===== src/rtl/logit_argmax.sv =====
// logit_argmax -- sequential argmax over a bank of signed logits.
//
// A job is started by a one-cycle start in IDLE: the whole logits_in vector
// is captured into an internal bank, then one class is examined per cycle in
// index order. The winning index, its value and the gap to the runner-up are
// presented with out_valid and held until out_ready is seen.
//
// Ports
//   clk        in   sole clock, rising edge
//   rst        in   asynchronous, active-high reset
//   start      in   request to classify logits_in (honoured in IDLE only)
//   logits_in  in   NUM_CLASSES signed DATA_WIDTH logits, element 0 first
//   busy       out  high in SCAN and DONE
//   out_valid  out  result valid (DONE), held until accepted
//   out_ready  in   consumer accepts result when high with out_valid
//   class_idx  out  index of the maximum logit (lowest index on ties)
//   top_logit  out  value of the maximum logit
//   margin     out  top-1 minus top-2, unsigned
module logit_argmax #(
    parameter int DATA_WIDTH  = 16,
    parameter int NUM_CLASSES = 10,
    parameter int IDX_WIDTH   = (NUM_CLASSES > 1) ? $clog2(NUM_CLASSES) : 1
) (
    input  logic                                    clk,
    input  logic                                    rst,
    input  logic                                    start,
    input  logic [0:NUM_CLASSES-1][DATA_WIDTH-1:0]  logits_in,
    output logic                                    busy,
    output logic                                    out_valid,
    input  logic                                    out_ready,
    output logic [IDX_WIDTH-1:0]                    class_idx,
    output logic signed [DATA_WIDTH-1:0]            top_logit,
    output logic [DATA_WIDTH-1:0]                   margin
);

    localparam int CW = (NUM_CLASSES > 1) ? $clog2(NUM_CLASSES) : 1;
    localparam logic [CW-1:0] LAST = CW'(NUM_CLASSES - 1);
    localparam logic signed [DATA_WIDTH-1:0] MIN_VAL = {1'b1, {(DATA_WIDTH-1){1'b0}}};

    typedef enum logic [1:0] {IDLE, SCAN, DONE} state_t;

    state_t                                 r_state, w_state_nxt;
    logic [0:NUM_CLASSES-1][DATA_WIDTH-1:0] r_bank;
    logic [CW-1:0]                          r_cnt;
    logic signed [DATA_WIDTH-1:0]           r_best, r_second;
    logic [CW-1:0]                          r_idx;

    logic signed [DATA_WIDTH-1:0]           w_cur;
    logic signed [DATA_WIDTH-1:0]           w_best_nxt, w_second_nxt;
    logic [CW-1:0]                          w_idx_nxt;
    logic                                   w_last;
    logic [DATA_WIDTH:0]                    w_diff;
    logic [DATA_WIDTH-1:0]                  w_margin;

    // ---------------- FSM ----------------
    always_ff @(posedge clk or posedge rst) begin
        if (rst) r_state <= IDLE;
        else     r_state <= w_state_nxt;
    end

    always_comb begin
        w_state_nxt = r_state;
        case (r_state)
            IDLE:    if (start)     w_state_nxt = SCAN;
            SCAN:    if (w_last)    w_state_nxt = DONE;
            DONE:    if (out_ready) w_state_nxt = IDLE;
            default:                w_state_nxt = IDLE;
        endcase
    end

    // Outputs decode registered state only: no start/out_ready feedthrough.
    assign busy      = (r_state != IDLE);
    assign out_valid = (r_state == DONE);

    // ---------------- scan datapath ----------------
    assign w_cur  = $signed(r_bank[r_cnt]);
    assign w_last = (r_cnt == LAST);

    // Strict '>' keeps the earliest index on a tie; the tied value then
    // lands in second, which yields margin 0.
    always_comb begin
        w_best_nxt   = r_best;
        w_second_nxt = r_second;
        w_idx_nxt    = r_idx;
        if (r_cnt == '0) begin
            w_best_nxt   = w_cur;
            w_second_nxt = MIN_VAL;
            w_idx_nxt    = '0;
        end else if (w_cur > r_best) begin
            w_second_nxt = r_best;
            w_best_nxt   = w_cur;
            w_idx_nxt    = r_cnt;
        end else if (w_cur > r_second) begin
            w_second_nxt = w_cur;
        end
    end

    // One guard bit so best - second cannot wrap; best >= second always holds,
    // so the sign bit stays clear and the low DATA_WIDTH bits are exact.
    assign w_diff = {w_best_nxt[DATA_WIDTH-1], w_best_nxt}
                  - {w_second_nxt[DATA_WIDTH-1], w_second_nxt};

    always_comb begin
        w_margin = w_diff[DATA_WIDTH-1:0];
        if (NUM_CLASSES == 1 || w_diff[DATA_WIDTH]) w_margin = '0;
    end

    always_ff @(posedge clk or posedge rst) begin
        if (rst) begin
            r_bank    <= '0;
            r_cnt     <= '0;
            r_best    <= '0;
            r_second  <= '0;
            r_idx     <= '0;
            class_idx <= '0;
            top_logit <= '0;
            margin    <= '0;
        end else begin
            case (r_state)
                IDLE: begin
                    if (start) begin
                        r_bank <= logits_in;
                        r_cnt  <= '0;
                    end
                end
                SCAN: begin
                    r_best   <= w_best_nxt;
                    r_second <= w_second_nxt;
                    r_idx    <= w_idx_nxt;
                    r_cnt    <= r_cnt + 1'b1;
                    if (w_last) begin
                        // Result registers change only here, so they stay
                        // stable through DONE, IDLE and the next SCAN.
                        r_cnt     <= '0;
                        class_idx <= IDX_WIDTH'(w_idx_nxt);
                        top_logit <= w_best_nxt;
                        margin    <= w_margin;
                    end
                end
                default: ;
            endcase
        end
    end

endmodule


===== config.mk =====
export PLATFORM = sky130hd
export DESIGN_NAME = logit_argmax
export DESIGN_NICKNAME = d
export VERILOG_FILES = /design/src/rtl/logit_argmax.sv
export SDC_FILE = /design/constraint.sdc
export NUM_CORES = 1
export LEC_CHECK = 0
export BUFFER_PORTS_ARGS = -buffer_cell sky130_fd_sc_hd__buf_2
export CAP_MARGIN = 20
export CORE_UTILIZATION = 50
export CTS_CLUSTER_DIAMETER = 80
export DETAILED_ROUTE_END_ITERATION = 16
export GPL_TIMING_DRIVEN = 1
export PLACE_DENSITY = 0.79
export SYNTH_ARGS = -nofsm -noshare
export SYNTH_HDL_FRONTEND = slang
export SYNTH_SLANG_ARGS = --single-unit

===== constraint.sdc =====
create_clock -name clk -period 13.78 [get_ports clk]
set_input_delay 0.689 -clock clk [delete_from_list [all_inputs] [get_ports clk]]
set_output_delay 0.689 -clock clk [all_outputs]
set_load 0.02 [all_outputs]

== Word-level counts from Yosys, hierarchy flattened ==
Index checks and enable logic that the tools add are counted.

* Add/sub/neg operators: 2
* Multipliers: 0
* Div/mod/pow operators: 0
* $lt $le $gt $ge: 3
* Eq/ne operators: 6
* Shift-type cells: 0
* Multiplexer cells: 18
* Bitwise gates (word level): 1
* Reductions and logical operators: 8

{| class="wikitable"
|+ Operators by type and width
! cell !! count
|-
| 2-to-1 mux 16 bit || 8
|-
| binary-select mux 16 bit (select 4 bit) || 1
|-
| greater-than comparator 16 bit || 2
|-
| subtractor 16 x 16 -> 17 bit || 1
|-
| 2-to-1 mux 4 bit || 4
|-
| case mux 4 bit (2 select lines) || 1
|-
| 2-to-1 mux 2 bit || 3
|-
| case mux 2 bit (3 select lines) || 1
|-
| AND reduction 2 bit || 3
|-
| greater-or-equal comparator 5 bit, second input constant || 1
|-
| inverter 4 -> 5 bit || 1
|-
| adder 4 x 1 -> 4 bit, second input constant || 1
|-
| == test 4 bit, second input constant || 1
|-
| zero test 4 bit || 1
|-
| inequality test 2 bit, second input constant || 2
|-
| nonzero test 2 bit || 2
|-
| AND reduction 3 bit || 1
|-
| == test 2 x 1 -> 1 bit, second input constant || 1
|-
| == test 2 bit, second input constant || 1
|-
| zero test 2 bit || 1
|-
| inequality test 2 x 1 -> 1 bit, second input constant || 1
|}

* Flip-flop bits (word level): 238
* Bits in latches: 0
* Bits in writable memories: 0
* ROM bits: 0
* Input port bits: 164
* Output and inout bits: 38
* Logic and storage cells: 56
* Memories kept: 0

== Depth between registers and ports, before layout ==
* Depth after elaboration: 10
* Gate-level depth with buffers: 28
* Gate-level depth less buffers: 24

== Least setup slack after synthesis ==
No wires, ideal clock.

* Path kind: register to register
* Start: register r_cnt[0]
* End: register margin[0]
* Library setup time: 0.121 ns
* Data arrival time: 5.792 ns
* Required time: 13.659 ns
* Setup slack: 7.867 ns
* Stages on the path, launching flop included: 26
* Path buffers: 5
* Period minus slack after synthesis: 5.913 ns
* Path through: dfrtp_1 buf_4 buf_2 mux4_2 a221oi_1 a21oi_1 ha_1 a21oi_1 nand2_1 a2111oi_0 o21ai_1 o21a_1 buf_2 nor3_2 buf_2 a211oi_1 ha_1 nor2b_1 o21ai_1 a21oi_1 o31a_1 o311a_1 o21ai_1 a21oi_2 buf_2 a22o_1

* Word-level cells in the longest chain between the ends: 10
* Elaborated cells on any way between the ends: 16
* Those cells by class: add/sub (1); order compare (2); eq/ne (1); mux (9); bitwise (1); reduce/logical (2)

{| class="wikitable"
|+ Ends and longest elaborated chain
! element !! line !! text
|-
| from (decl) || 44 || <nowiki>logic [CW-1:0] r_cnt;</nowiki>
|-
| from (signal assigned) || 130 || <nowiki>r_cnt <= r_cnt + 1'b1;</nowiki>
|-
| inverter 4 -> 5 bit (not written as such) || 76 || <nowiki>assign w_cur = $signed(r_bank[r_cnt]);</nowiki>
|-
| binary-select mux 16 bit (select 4 bit) || 76 ||
|-
| 2-to-1 mux 16 bit (not written as such) (2 in a row) || 76 ||
|-
| greater-than comparator 16 bit || 93 || <nowiki>end else if (w_cur > r_second) begin</nowiki>
|-
| 2-to-1 mux 16 bit || 93 ||
|-
| 2-to-1 mux 16 bit || 89 || <nowiki>end else if (w_cur > r_best) begin</nowiki>
|-
| 2-to-1 mux 16 bit || 85 || <nowiki>if (r_cnt == '0) begin</nowiki>
|-
| subtractor 16 x 16 -> 17 bit || 101 || <nowiki>- {w_second_nxt[DATA_WIDTH-1], w_second_nxt};</nowiki>
|-
| 2-to-1 mux 16 bit || 105 || <nowiki>if (NUM_CLASSES == 1 || w_diff[DATA_WIDTH]) w_margin = '0;</nowiki>
|-
| to (signal assigned) || 137 || <nowiki>margin <= w_margin;</nowiki>
|-
| to (decl) || 33 || <nowiki>output logic [DATA_WIDTH-1:0] margin</nowiki>
|}

Several ways; a longest one is shown, not always the timed one. The select of a mux whose other input is x is not followed.
A chain may end at the register's enable or synchronous reset.

== Worst setup path in the final report ==
* Start: register r_cnt[0]
* End: register margin[7]

* Word-level cells in the longest chain between the ends: 10
* Elaborated cells on any way between the ends: 16
* Those cells by class: add/sub (1); order compare (2); eq/ne (1); mux (9); bitwise (1); reduce/logical (2)

{| class="wikitable"
|+ Ends and longest elaborated chain
! element !! line !! text
|-
| inverter 4 -> 5 bit (not written as such) || 76 ||
|-
| binary-select mux 16 bit (select 4 bit) || 76 ||
|-
| 2-to-1 mux 16 bit (not written as such) (2 in a row) || 76 ||
|-
| greater-than comparator 16 bit || 93 ||
|-
| 2-to-1 mux 16 bit || 93 ||
|-
| 2-to-1 mux 16 bit || 89 ||
|-
| 2-to-1 mux 16 bit * || 85 ||
|-
| net w_second_nxt[0] || 49 || <nowiki>logic signed [DATA_WIDTH-1:0] w_best_nxt, w_second_nxt;</nowiki>
|-
| subtractor 16 x 16 -> 17 bit * || 101 ||
|-
| 2-to-1 mux 16 bit * || 105 ||
|}

The timed path passes the listed nets; every way through them passes the cells marked *. The select of a mux whose other input is x is not followed.

==> impl_metrics.ini <==
[route]
drt_first_pass_iters = 5
wl_per_cell_um = 20.0
drcViolationCount = 0
drt_iter0_markers = 854
antenna_left = 0
vias = 9323
vias_per_cell = 5.96
wl_um = 31400

[setup_path]
critical_path_arrival_ns = 8.36
cp.required_ns = 14.24
reg2reg_from = r_cnt[0]$_DFFE_PP0P_
crit_slowest_cell = dfrtp_4
path_class = reg2reg
start_kind = flop
cp-startpoint = r_cnt[0]$_DFFE_PP0P_
cp-end-kind = flop
slowest_delay_ns = 1.04
path_max_fanout = 57
cp_cell_sequence = mux4_2 > a221oi_1 > a21oi_1 > ha_1 > and3_1 > nand4_1 > nor2_1 > a21oi_1 > o21a_1 > buf_4 > nor3_2 > buf_4 > a211o_1 > ha_1 > fa_1 > nor2b_1 > o21ai_1 > a21oi_1 > o31a_1 > o311a_1 > o21ai_1 > a21oi_2 > a32o_1
crit_path_frequent_cell = a21oi_1

[clocking]
hold_buffers = 0
cts_tree = done
cts.clk_slew.worst_paths_ns = 0.06
cts_made_buffers = 26
clock_latency_ns = 0.56
clock_path_buffers = 3
cts_setup_buffers = 0
cts_resized = 0
htree_levels = 1
cts.sinks = 238
cts_root_buf = clkbuf_16

[grt]
grt_max_degree = 82
antenna_found_initial = 6
grt_pass1_wl_um = 50200
track_usage = 0.247
gr-total-overflow = 0
grt_pass1_vias = 9369

[cells_and_area]
layout_commonest_cell = dfrtp_1
layout_common_cells = 236 x dfrtp_1, 201 x buf_2, 178 x mux2_2
area_growth_pct = 17.7
fillers = 1926
nNetsFinal = 1433
drive_gt1_frac = 0.396

[timing]
fmax_mhz = 127
setup_viol = 0
tightest_slew_ns = 0.993
finalHoldViolCount = 0
max_slew_margin = 0.338
rsz0062_at_grt = no
final_max_slew_viol_count = 0
clock-skew-final_ns = 0.0306
period_share = 0.573
min_period_ns = 7.89
finalSetupTns_ns = 0

[floorplan]
fp-row-count = 57
die_area_sq_um = 25600
start_util = 0.511
core_sq_um = 24400
fp.dieW_um = 160
pin_count = 202
die_y_um = 160

[yosys]
netlist-cell-type-count = 57
synth_seq_cells = 238
yosysSeqAreaShare = 0.477
synthArstFlopShare = 1.00
syn_nets = 1256
synthCells = 1040
synth_enable_flop_cells = 0
syn_area_sq_um = 12500
synth_top_cell_by_area = dfrtp_1
synthTopCellsByArea = dfrtp_1 48%, mux2_2 16%, mux4_2 5.8%
synth_top_area_frac = 0.477
yosys_warnings = 0
avgSynthCellArea_sq_um = 12.0
dominantRegCellSynth = dfrtp_1

[place]
dp_hpwl_um = 22200
port_buffers = 201
gp_congestion = 0.953

[status]
status = finished, final reports clean

[worst_hold_path]
hp-class = in2async

[run]
max_cap_violations = 0
cell type report:
type | instances | area [sq um] | area share
clock buffer | 38 | 746 | 0.0508
tap | 324 | 405 | 0.0276
timing repair buffer | 217 | 1150 | 0.0780
multi-input combinational | 675 | 6010 | 0.409
sequential | 238 | 5960 | 0.406
clock inverter | 9 | 178 | 0.0121
inverter | 59 | 229 | 0.0156
antenna | 5 | 12.5 | 0.000852
metrics by stage:
step	cell area [sq um]	util	cells	hold WS, ns	worst slack (ns)
floorplan	12500	-	1040	0.465	6.56
global placement	13700	0.563	1512	0.461	6.35
detailed placement	13700	0.563	1512	0.466	6.14
CTS	14600	0.601	1559	0.229	6.08
global route	14700	0.602	1560	0.256	5.48
finish	14700	0.602	1565	0.210	5.89
metal layers:
layer	vias up	wire length (um)	global-route usage
met3	74	3200	0.0797
met1	4553	13200	0.334
met5	-	37	0
met2	448	13800	0.372
li1	4242	-	-
met4	6	1110	0.0905
synthesized netlist by cell type, drive strengths merged, types with 15 or more instances:
cell	instances
mux2	179
o31ai	17
a21oi	49
buf	29
nand3	25
nor4	16
nand2	47
mux4	32
clkbuf	39
a221oi	16
nor2	30
a22o	16
o21ai	24
mux2i	17
nor3	36
inv	59
a211oi	16
dfrtp	238
ha	51
o221ai	15
path summary, 6_finish.rpt:
| path | endpoint | slack (ns) | cells after the start |
|---|---|---|---|
| min reg2reg | top_logit[5]$_DFFE_PP0P_ | 0.47 | 2 |
| min | top_logit[6]$_DFFE_PP0P_ | 0.21 | 2 |
| min in group clk | r_state[1]$_DFFE_PP0P_ | 0.34 | 2 |
| max reg2reg | margin[7]$_DFFE_PP0P_ | 5.89 | 23 |
| max | margin[7]$_DFFE_PP0P_ | 5.89 | 23 |
| max in group asynchronous | r_bank[8]$_DFFE_PP0P_ | 12.18 | 3 |
registers in the layout (all words and copies together) (netlist names):
signal     count
r_bank       160
margin        16
r_best        16
r_second      16
top_logit     16
class_idx      4
r_cnt          4
r_idx          4
r_state        2
worst max-delay path, delay by kind of cell (launching register included):
family / cells / cell delay [ns]
AOI/OAI and AO/OA: 12 / 3.77
adders and majority gates: 3 / 1.04
buffers and inverters: 2 / 0.68
DFF: 1 / 1.04
muxes: 1 / 0.60
and+or+nand+nor: 5 / 0.62
kinds of logic (layout without fill, tap and decap cells):
family | Yosys count | count (layout) | share of synthesized area
flip-flops | 238 | 238 | 0.477
multiplexers | 228 | 228 | 0.233
AND/OR/NAND/NOR | 194 | 194 | 0.0777
AO/OA/AOI/OAI | 189 | 189 | 0.109
buffers and inverters | 127 | 323 | 0.0414
adder cells (fa/ha/maj) | 52 | 52 | 0.0528
XOR/XNOR | 12 | 12 | 0.00843
other | 0 | 5 | 0
Power is not shown: default switching activity piles up to over one toggle a cycle in this logic, so the estimate is an artifact.
